===== config.mk =====
export PLATFORM = sky130hd
export DESIGN_NAME = multicycle_controller
export DESIGN_NICKNAME = d
export VERILOG_FILES = /design/src/rtl/riscv_defs.sv /design/src/rtl/mem_wait_timer.sv /design/src/rtl/multicycle_controller.sv
export SDC_FILE = /design/constraint.sdc
export NUM_CORES = 1
export LEC_CHECK = 0
export BUFFER_PORTS_ARGS = -buffer_cell sky130_fd_sc_hd__buf_4
export CAP_MARGIN = 20
export CORE_MARGIN = 2
export CORE_UTILIZATION = 51
export DETAILED_ROUTE_END_ITERATION = 12
export MAX_ROUTING_LAYER = met4
export PLACE_DENSITY = 0.79
export SLEW_MARGIN = 40
export SYNTH_ARGS = -nofsm -noshare
export SYNTH_HDL_FRONTEND = slang
export SYNTH_SLANG_ARGS = --single-unit

===== constraint.sdc =====
create_clock -name clk -period 2.1 [get_ports clk]
set_input_delay 0.42 -clock clk [delete_from_list [all_inputs] [get_ports clk]]
set_output_delay 0.42 -clock clk [all_outputs]
set_load 0.05 [all_outputs]

===== src/rtl/riscv_defs.sv =====
// Shared RV32I control encodings: opcodes, datapath select codes, FSM state
// enum and a per-opcode decode helper used by the multicycle controller.
package riscv_defs;

    // Base opcodes (instruction bits [6:0])
    localparam logic [6:0] OPC_LUI    = 7'b0110111;
    localparam logic [6:0] OPC_AUIPC  = 7'b0010111;
    localparam logic [6:0] OPC_JAL    = 7'b1101111;
    localparam logic [6:0] OPC_JALR   = 7'b1100111;
    localparam logic [6:0] OPC_BRANCH = 7'b1100011;
    localparam logic [6:0] OPC_LOAD   = 7'b0000011;
    localparam logic [6:0] OPC_STORE  = 7'b0100011;
    localparam logic [6:0] OPC_OP_IMM = 7'b0010011;
    localparam logic [6:0] OPC_OP     = 7'b0110011;
    localparam logic [6:0] OPC_FENCE  = 7'b0001111;
    localparam logic [6:0] OPC_SYSTEM = 7'b1110011;

    // Immediate format; shared with immediate_generator
    localparam logic [2:0] IMM_I = 3'd0;
    localparam logic [2:0] IMM_S = 3'd1;
    localparam logic [2:0] IMM_B = 3'd2;
    localparam logic [2:0] IMM_U = 3'd3;
    localparam logic [2:0] IMM_J = 3'd4;

    // Next-PC source
    localparam logic [1:0] PC_SRC_PLUS4 = 2'd0;
    localparam logic [1:0] PC_SRC_IMM   = 2'd1;
    localparam logic [1:0] PC_SRC_JALR  = 2'd2;

    // Writeback mux
    localparam logic [1:0] WB_ALU = 2'd0;
    localparam logic [1:0] WB_MEM = 2'd1;
    localparam logic [1:0] WB_PC4 = 2'd2;

    // ALU operand and operation selects
    localparam logic [1:0] ALU_A_RS1     = 2'd0;
    localparam logic [1:0] ALU_A_PC      = 2'd1;
    localparam logic [1:0] ALU_A_ZERO    = 2'd2;
    localparam logic       ALU_B_RS2     = 1'b0;
    localparam logic       ALU_B_IMM     = 1'b1;
    localparam logic [1:0] ALU_OP_ADD    = 2'd0;
    localparam logic [1:0] ALU_OP_FUNCT  = 2'd1;
    localparam logic [1:0] ALU_OP_BRANCH = 2'd2;

    typedef enum logic [2:0] {
        ST_IDLE      = 3'd0,
        ST_FETCH     = 3'd1,
        ST_DECODE    = 3'd2,
        ST_EXECUTE   = 3'd3,
        ST_MEM       = 3'd4,
        ST_WRITEBACK = 3'd5,
        ST_TRAP      = 3'd6
    } state_t;

    // Per-opcode class flags plus the EXECUTE-phase datapath selects
    typedef struct packed {
        logic       legal;
        logic       is_load;
        logic       is_store;
        logic       is_branch;
        logic       is_fence;
        logic       is_jal;
        logic       is_jalr;
        logic [2:0] imm_sel;
        logic [1:0] alu_a_sel;
        logic       alu_b_sel;
        logic [1:0] alu_op_sel;
    } ctrl_t;

    function automatic ctrl_t decode_opcode(input logic [6:0] opc);
        ctrl_t c;
        c = '0;
        case (opc)
            OPC_LUI: begin
                c.legal = 1'b1; c.imm_sel = IMM_U;
                c.alu_a_sel = ALU_A_ZERO; c.alu_b_sel = ALU_B_IMM;
            end
            OPC_AUIPC: begin
                c.legal = 1'b1; c.imm_sel = IMM_U;
                c.alu_a_sel = ALU_A_PC; c.alu_b_sel = ALU_B_IMM;
            end
            OPC_JAL: begin
                c.legal = 1'b1; c.is_jal = 1'b1; c.imm_sel = IMM_J;
            end
            OPC_JALR: begin
                c.legal = 1'b1; c.is_jalr = 1'b1; c.imm_sel = IMM_I;
                c.alu_a_sel = ALU_A_RS1; c.alu_b_sel = ALU_B_IMM;
            end
            OPC_BRANCH: begin
                c.legal = 1'b1; c.is_branch = 1'b1; c.imm_sel = IMM_B;
                c.alu_a_sel = ALU_A_RS1; c.alu_b_sel = ALU_B_RS2;
                c.alu_op_sel = ALU_OP_BRANCH;
            end
            OPC_LOAD: begin
                c.legal = 1'b1; c.is_load = 1'b1; c.imm_sel = IMM_I;
                c.alu_a_sel = ALU_A_RS1; c.alu_b_sel = ALU_B_IMM;
            end
            OPC_STORE: begin
                c.legal = 1'b1; c.is_store = 1'b1; c.imm_sel = IMM_S;
                c.alu_a_sel = ALU_A_RS1; c.alu_b_sel = ALU_B_IMM;
            end
            OPC_OP_IMM: begin
                c.legal = 1'b1; c.imm_sel = IMM_I;
                c.alu_a_sel = ALU_A_RS1; c.alu_b_sel = ALU_B_IMM;
                c.alu_op_sel = ALU_OP_FUNCT;
            end
            OPC_OP: begin
                c.legal = 1'b1;
                c.alu_a_sel = ALU_A_RS1; c.alu_b_sel = ALU_B_RS2;
                c.alu_op_sel = ALU_OP_FUNCT;
            end
            OPC_FENCE: begin
                c.legal = 1'b1; c.is_fence = 1'b1;
            end
            default: c.legal = 1'b0;  // SYSTEM and everything unknown
        endcase
        return c;
    endfunction

endpackage


===== src/rtl/mem_wait_timer.sv =====
// Wait-cycle counter for the imem/dmem handshakes. expire flags that the
// current waiting cycle is the TIMEOUT-th one; TIMEOUT=0 never expires.
module mem_wait_timer #(
    parameter int TIMEOUT = 255,
    parameter int CNT_W   = 8
) (
    input  logic clk,
    input  logic rst_n,
    input  logic clear,
    input  logic advance,
    output logic expire
);

    logic [CNT_W-1:0] count;

    // Count waiting cycles; clear wins, saturate instead of wrapping
    always_ff @(posedge clk or negedge rst_n) begin
        if (!rst_n) begin
            count <= '0;
        end else if (clear) begin
            count <= '0;
        end else if (advance && (count != {CNT_W{1'b1}})) begin
            count <= count + CNT_W'(1);
        end
    end

    generate
        if (TIMEOUT == 0) begin : g_no_timeout
            assign expire = 1'b0;
        end else begin : g_timeout
            // count holds the number of waits already seen before this cycle
            assign expire = (count == CNT_W'(TIMEOUT - 1));
        end
    endgenerate

endmodule


===== src/rtl/multicycle_controller.sv =====
// Multi-cycle RV32I control FSM: FETCH/DECODE/EXECUTE/MEM/WRITEBACK with
// datapath selects, memory handshakes and sticky illegal/bus-error traps.
module multicycle_controller
    import riscv_defs::*;
#(
    parameter int TIMEOUT = 255,
    parameter int CNT_W   = 8
) (
    input  logic       clk,
    input  logic       rst_n,
    input  logic [6:0] opcode,
    input  logic       branch_taken,
    input  logic       imem_ready,
    input  logic       dmem_ready,
    output logic       imem_req,
    output logic       ir_we,
    output logic       dmem_req,
    output logic       dmem_we,
    output logic       pc_we,
    output logic [1:0] pc_src,
    output logic [2:0] imm_sel,
    output logic [1:0] alu_a_sel,
    output logic       alu_b_sel,
    output logic [1:0] alu_op_sel,
    output logic       rf_we,
    output logic [1:0] wb_sel,
    output logic       instret,
    output logic       illegal,
    output logic       bus_error
);

    state_t state;
    state_t state_next;
    ctrl_t  ctrl;
    logic   waiting;
    logic   expire;
    logic   trap_illegal;
    logic   trap_bus;

    assign ctrl = decode_opcode(opcode);

    // Counter restarts on every state change, so entry to FETCH/MEM sees 0
    mem_wait_timer #(
        .TIMEOUT (TIMEOUT),
        .CNT_W   (CNT_W)
    ) u_timer (
        .clk     (clk),
        .rst_n   (rst_n),
        .clear   (state_next != state),
        .advance (waiting),
        .expire  (expire)
    );

    // Next state and datapath controls, decoded from state and opcode
    always_comb begin
        state_next   = state;
        imem_req     = 1'b0;
        ir_we        = 1'b0;
        dmem_req     = 1'b0;
        dmem_we      = 1'b0;
        pc_we        = 1'b0;
        pc_src       = PC_SRC_PLUS4;
        imm_sel      = IMM_I;
        alu_a_sel    = ALU_A_RS1;
        alu_b_sel    = ALU_B_RS2;
        alu_op_sel   = ALU_OP_ADD;
        rf_we        = 1'b0;
        wb_sel       = WB_ALU;
        instret      = 1'b0;
        waiting      = 1'b0;
        trap_illegal = 1'b0;
        trap_bus     = 1'b0;

        case (state)
            ST_IDLE: state_next = ST_FETCH;

            ST_FETCH: begin
                imem_req = 1'b1;
                if (imem_ready) begin
                    ir_we      = 1'b1;
                    state_next = ST_DECODE;
                end else begin
                    waiting = 1'b1;
                    if (expire) begin
                        trap_bus   = 1'b1;
                        state_next = ST_TRAP;
                    end
                end
            end

            ST_DECODE: begin
                if (ctrl.legal) begin
                    state_next = ST_EXECUTE;
                end else begin
                    trap_illegal = 1'b1;
                    state_next   = ST_TRAP;
                end
            end

            ST_EXECUTE: begin
                imm_sel    = ctrl.imm_sel;
                alu_a_sel  = ctrl.alu_a_sel;
                alu_b_sel  = ctrl.alu_b_sel;
                alu_op_sel = ctrl.alu_op_sel;
                if (ctrl.is_branch) begin
                    // Branches and fences retire here without a writeback
                    pc_we      = 1'b1;
                    pc_src     = branch_taken ? PC_SRC_IMM : PC_SRC_PLUS4;
                    instret    = 1'b1;
                    state_next = ST_FETCH;
                end else if (ctrl.is_fence) begin
                    pc_we      = 1'b1;
                    instret    = 1'b1;
                    state_next = ST_FETCH;
                end else if (ctrl.is_load || ctrl.is_store) begin
                    state_next = ST_MEM;
                end else begin
                    state_next = ST_WRITEBACK;
                end
            end

            ST_MEM: begin
                dmem_req = 1'b1;
                dmem_we  = ctrl.is_store;
                if (dmem_ready) begin
                    if (ctrl.is_store) begin
                        // Stores retire in the completing cycle
                        pc_we      = 1'b1;
                        instret    = 1'b1;
                        state_next = ST_FETCH;
                    end else begin
                        state_next = ST_WRITEBACK;
                    end
                end else begin
                    waiting = 1'b1;
                    if (expire) begin
                        trap_bus   = 1'b1;
                        state_next = ST_TRAP;
                    end
                end
            end

            ST_WRITEBACK: begin
                // The immediate generator is registered, keep its format stable
                imm_sel = ctrl.imm_sel;
                rf_we   = 1'b1;
                pc_we   = 1'b1;
                instret = 1'b1;
                if (ctrl.is_load)                    wb_sel = WB_MEM;
                else if (ctrl.is_jal || ctrl.is_jalr) wb_sel = WB_PC4;
                if (ctrl.is_jal)       pc_src = PC_SRC_IMM;
                else if (ctrl.is_jalr) pc_src = PC_SRC_JALR;
                state_next = ST_FETCH;
            end

            ST_TRAP: state_next = ST_TRAP;

            default: state_next = ST_IDLE;
        endcase
    end

    // State register and sticky trap flags
    always_ff @(posedge clk or negedge rst_n) begin
        if (!rst_n) begin
            state     <= ST_IDLE;
            illegal   <= 1'b0;
            bus_error <= 1'b0;
        end else begin
            state <= state_next;
            if (trap_illegal) illegal   <= 1'b1;
            if (trap_bus)     bus_error <= 1'b1;
        end
    end

endmodule


Word level (Yosys, flattened, before mapping). Cells that the tools add are included.

Output and inout bits: 21. Word-level logic and storage cells: 88. Bits in writable memories: 0. Bits in latches: 0. ROM bits: 0. Memories kept: 0. Flip-flop bits (word level): 13.

Order comparisons: 0. Divide/modulo/power cells: 0. Multiplexer cells: 53. Multiply operators: 0. Reduce and logical (&&, ||, !) cells: 11. Shift-type cells: 0. Bitwise logic cells: 0. Eq/ne operators: 19. Add/subtract/negate cells: 1.

Operators by type and width (number): two-way mux 1 bit (28); two-way mux 3 bit (8); equality test 7 x 6 -> 1 bit (second input constant) (3); equality test 7 bit (second input constant) (3); case mux 3 bit (6 select lines) (1); two-way mux 8 bit (2); equality test 7 x 5 -> 1 bit (second input constant) (2); two-way mux 2 bit (7); case mux 3 bit (4 select lines) (1); OR reduction 10 bit (1); equality test 3 bit (second input constant) (3); case mux 3 bit (3 select lines) (1); adder 8 x 1 -> 8 bit (second input constant) (1); equality test 8 bit (second input constant) (1); != test 8 bit (second input constant) (1); case mux 2 bit (2 select lines) (2); OR reduction 2 bit (4); equality test 7 x 2 -> 1 bit (second input constant) (1); equality test 7 x 4 -> 1 bit (second input constant) (1); equality test 3 x 2 -> 1 bit (second input constant) (2); case mux 1 bit (2 select lines) (2); OR reduction 4 bit (1); equality test 3 x 1 -> 1 bit (second input constant) (1); zero test 3 bit (1); 5 further kinds (6).

Logic depth before layout (Yosys ltp).
Depth in word-level cells: 9. Depth in mapped cells: 8. Depth with buffers taken out: 6.

By module. A second synthesis with hierarchy kept.

Cells, all modules: 156. Area total of the unflattened synthesis: 1224.9 um^2.

Modules (own cells, without submodules): multicycle_controller (cells each 103, instances 1, sequential area each 125.1 um^2, area each 729.4 um^2); mem_wait_timer (cells each 53, instances 1, sequential area each 200.2 um^2, area each 495.5 um^2).

Worst setup path before layout. Ideal clock, no wire load.

Path type: input -> output. From: in opcode[1]. To: out pc_src[0]. Setup slack: -1.026 ns. Arrival: 2.706 ns. Buffers on the path: 1. Required time: 1.680 ns. Stages: 6. Cells stage by stage: and2_0 clkbuf_1 and2_1 nand2_1 nor3_1 a22o_1.

Word-level cells in the longest chain between the ends: 4. Elaborated cells on any way between the ends: 7. Those cells by class: 2 x eq/ne; 5 x mux.

Ends and longest elaborated chain: start, declared (RTL line multicycle_controller.sv:11) `input logic [6:0] opcode,`; equality test 7 bit (RTL line riscv_defs.sv:73) `case (opc)`; two-way mux 1 bit (RTL line riscv_defs.sv:73); two-way mux 2 bit / two-way mux 1 bit (equally long branches) (RTL line multicycle_controller.sv:151, multicycle_controller.sv:105); case mux 2 bit (2 select lines) (*) (RTL line multicycle_controller.sv:74) `case (state)`; end, declared (RTL line multicycle_controller.sv:20) `output logic [1:0] pc_src,`.

Every way passes the cells marked *; elsewhere a longest branch is shown, timed or not.

Worst setup path in the final report.
From: reg state[2]. To: out imm_sel[0].

Word-level cells in the longest chain between the ends: 3. Elaborated cells on any way between the ends: 4. Those cells by class: 2 x eq/ne; 1 x mux; 1 x reduce/logical.

Ends and longest elaborated chain: start, declared (RTL line multicycle_controller.sv:32) `state_t state;`; start signal, assigned (RTL line multicycle_controller.sv:169) `state <= state_next;`; equality test 3 bit / equality test 3 x 2 -> 1 bit (equally long branches) (RTL line multicycle_controller.sv:74); OR reduction 2 bit (no source line) (*); two-way mux 3 bit (*) (RTL line multicycle_controller.sv:74); end, declared (RTL line multicycle_controller.sv:21) `output logic [2:0] imm_sel,`.

Marked as above.

==> flow_summary.yaml <==
worst_setup_path:
  r2r-start: "state[2]"
  cp_max_fo: 8
  start_kind: "register"
  worstPathCellList: "buf_2, o21ai_2, nand2_2, nor4_4, buf_6"
  cp.required_ns: 1.68
  r2r_end: "u_timer.count[4]"
  critPathKind: "register to output port"
  rrSetupSlack_ns: 0.10
  crit_family: "flip-flops"
  worstPathArrival_ns: 1.61
  worst_setup_path_end_kind: "output port"
  max_stage_delay_ns: 0.47
  ff2ff_path_depth: 6
  cp_slowest_cell: "dfrtp_2"
  critPathBufInv: 2
logic_synthesis:
  synth_cells: 148
  synth_warnings: 0
  ys_async_sr_fraction: 1.00
  synth-main-ff-cell: "dfrtp_1"
  synth_top_area_frac: 0.286
  synth_most_common_cell: "nand2_1"
  syn_area_sq_um: 1140
  netlist_top_cells_count: "nand2_1 (14), dfrtp_1 (13), nor2_1 (13)"
  synth.avg_cell_area_sq_um: 7.68
  ys_types: 47
  yosysSeqAreaShare: 0.286
  synth_seq_cells: 13
  synth_edf_count: 0
  synth_nets: 162
  yosysTopAreaCell: "dfrtp_1"
  synth_area_leaders: "dfrtp_1 (29%), nand2_1 (4.6%), o21ai_0 (4.4%), nor2_1 (4.3%), nor3_1 (3.5%)"
timing:
  setup_violations: 0
  rsz0062_at_grt: "yes"
  clock.fmax_mhz: 491
  setup_tns_ns: 0
  maxSlewViolCount: 0
  tightest_slew_ns: 0.355
  skew_ns: 0.00273
  hold_viol: 0
  slew_headroom: 0.762
  timing.final.crit_share: 0.969
  period_minus_slack_ns: 2.03
final_layout:
  regArea_sq_um: 327
  area_delta_synth_final_pct: 44.6
  fill_cells: 160
  final_cells: 212
  drive_above_1_share: 0.418
  multiInputGateArea_sq_um: 893
  nNetsFinal: 199
  num_antenna_cells: 0
power:
  p_leak_uw: 0.000706
  p_per_area_nw_per_um2: 932
  peakVddDrop_mv: 0.781
min_path:
  hp-class: "register to register"
  min_delay_path_depth: 1
  hold_path_end: "bus_error"
  hold_path_startpoint: "bus_error"
global_route:
  first_global_vias: 1111
  grt_overflow: 0
  grt.total_usage: 0.251
  grt_pass1_wl_um: 4830
  grt_start_max_net_pins: 15
  antenna_found_initial: 0
clock_tree:
  clock_path_buffers: 2
  root_buffer: "clkbuf_4"
  cts_tree: "done"
  clock-sinks: 13
  clkLatencyLatePin_ns: 0.28
  numCtsBuffers: 3
  clk_transition_reported_paths_ns: 0.08
  htreeDepth: 1
placed_design:
  routabilityCongestion: 0.848
  dp.cells: 205
  io_buffer_count: 32
  dp_hpwl_um: 2200
floorplanning:
  die_width_um: 51.2
  rows: 17
  die_h_um: 51.2
  die-area_sq_um: 2620
  io-pin-count: 33
  start_util: 0.529
  core_sq_um: 2150
route:
  viasPerCell: 5.81
  drc: 0
  wl_um: 3020
  dr.pass1.iters: 4
  antenna_left: 0
  wl_per_cell_um: 14.2
  vias: 1232
  drtIter0Drc: 23
outcome:
  status: "completed"
run:
  drv_cap: 0
[cells in the final DEF (no fill, tap or decap), drive strengths merged, types with 5 or more instances in the layout]
cell / netlist / routed
inv: 5 / 5
nand2: 14 / 14
a21oi: 8 / 8
nand3: 6 / 6
o21ai: 11 / 11
nor2b: 5 / 5
nor2: 14 / 14
buf: 5 / 43
nor3: 8 / 8
dfrtp: 13 / 13
[where the power goes]
part	internal, uW	leakage [uW]	switching [uW]
combinational	371	0.000519	638
clock	70.7	0.0000177	85.6
sequential	302	0.000169	63.8
[area by class of cell]
class	count	area share
Clock buffer	3	0.0137
Clock inverter	1	0.00305
Inverter	5	0.0114
Multi-Input combinational cell	118	0.544
Sequential cell	13	0.199
Tap cell	28	0.0213
Timing Repair Buffer	44	0.208
[worst max path at each step]
stage               slack [ns]      start  cells after the start         end
floorplan                -0.29  opcode[2]                      4   pc_src[0]
global placement          0.07  opcode[1]                      7   pc_src[0]
detailed placement        0.03  opcode[1]                      7   pc_src[0]
CTS                      -0.01   state[0]                      5  imm_sel[0]
global route             -0.05  opcode[5]                      7     instret
finish                    0.07   state[2]                      5  imm_sel[0]
[flip-flops by register name, indices dropped and copies added, names as in the netlist]
register	flops
u_timer.count	8
state	3
bus_error	1
illegal	1
[logic make-up after synthesis]
family | Yosys count | synth area share
and+or+nand+nor | 77 | 0.381
AOI/OAI and AO/OA | 32 | 0.185
buffers and inverters | 17 | 0.0694
DFF | 13 | 0.286
xor gates and xnor gates | 6 | 0.0463
adders and majority gates | 2 | 0.0220
muxes | 1 | 0.00991
[per-layer routing]
layer,global-route usage,wire (um),part of all wire
met1,0.305,1290,0.43
met2,0.420,1570,0.52
met3,0.0673,148,0.049
met4,0.0541,12,0.0040
met5,-,0,0
[metrics by stage]
stage	total power (uW)	setup WS (ns)	hold WS [ns]	util	cell area (sq um)
floorplan	1090	-0.292	0.124	-	1270
global placement	1270	0.0725	0.270	0.720	1550
detailed placement	1290	0.0250	0.270	0.720	1550
CTS	1470	-0.0146	0.486	0.742	1590
global route	1640	-0.0489	0.504	0.765	1640
finish	1530	0.0650	0.487	0.765	1640
[what timing repair did]
action	CTS	global route
resized for setup	3	13
buffers inserted	0	2
pin swaps	0	1
hold endpoints to repair	13	0
setup endpoints to repair	9	9
hold buffers	1	0
Note: power is estimated with default switching activity, not from simulation.
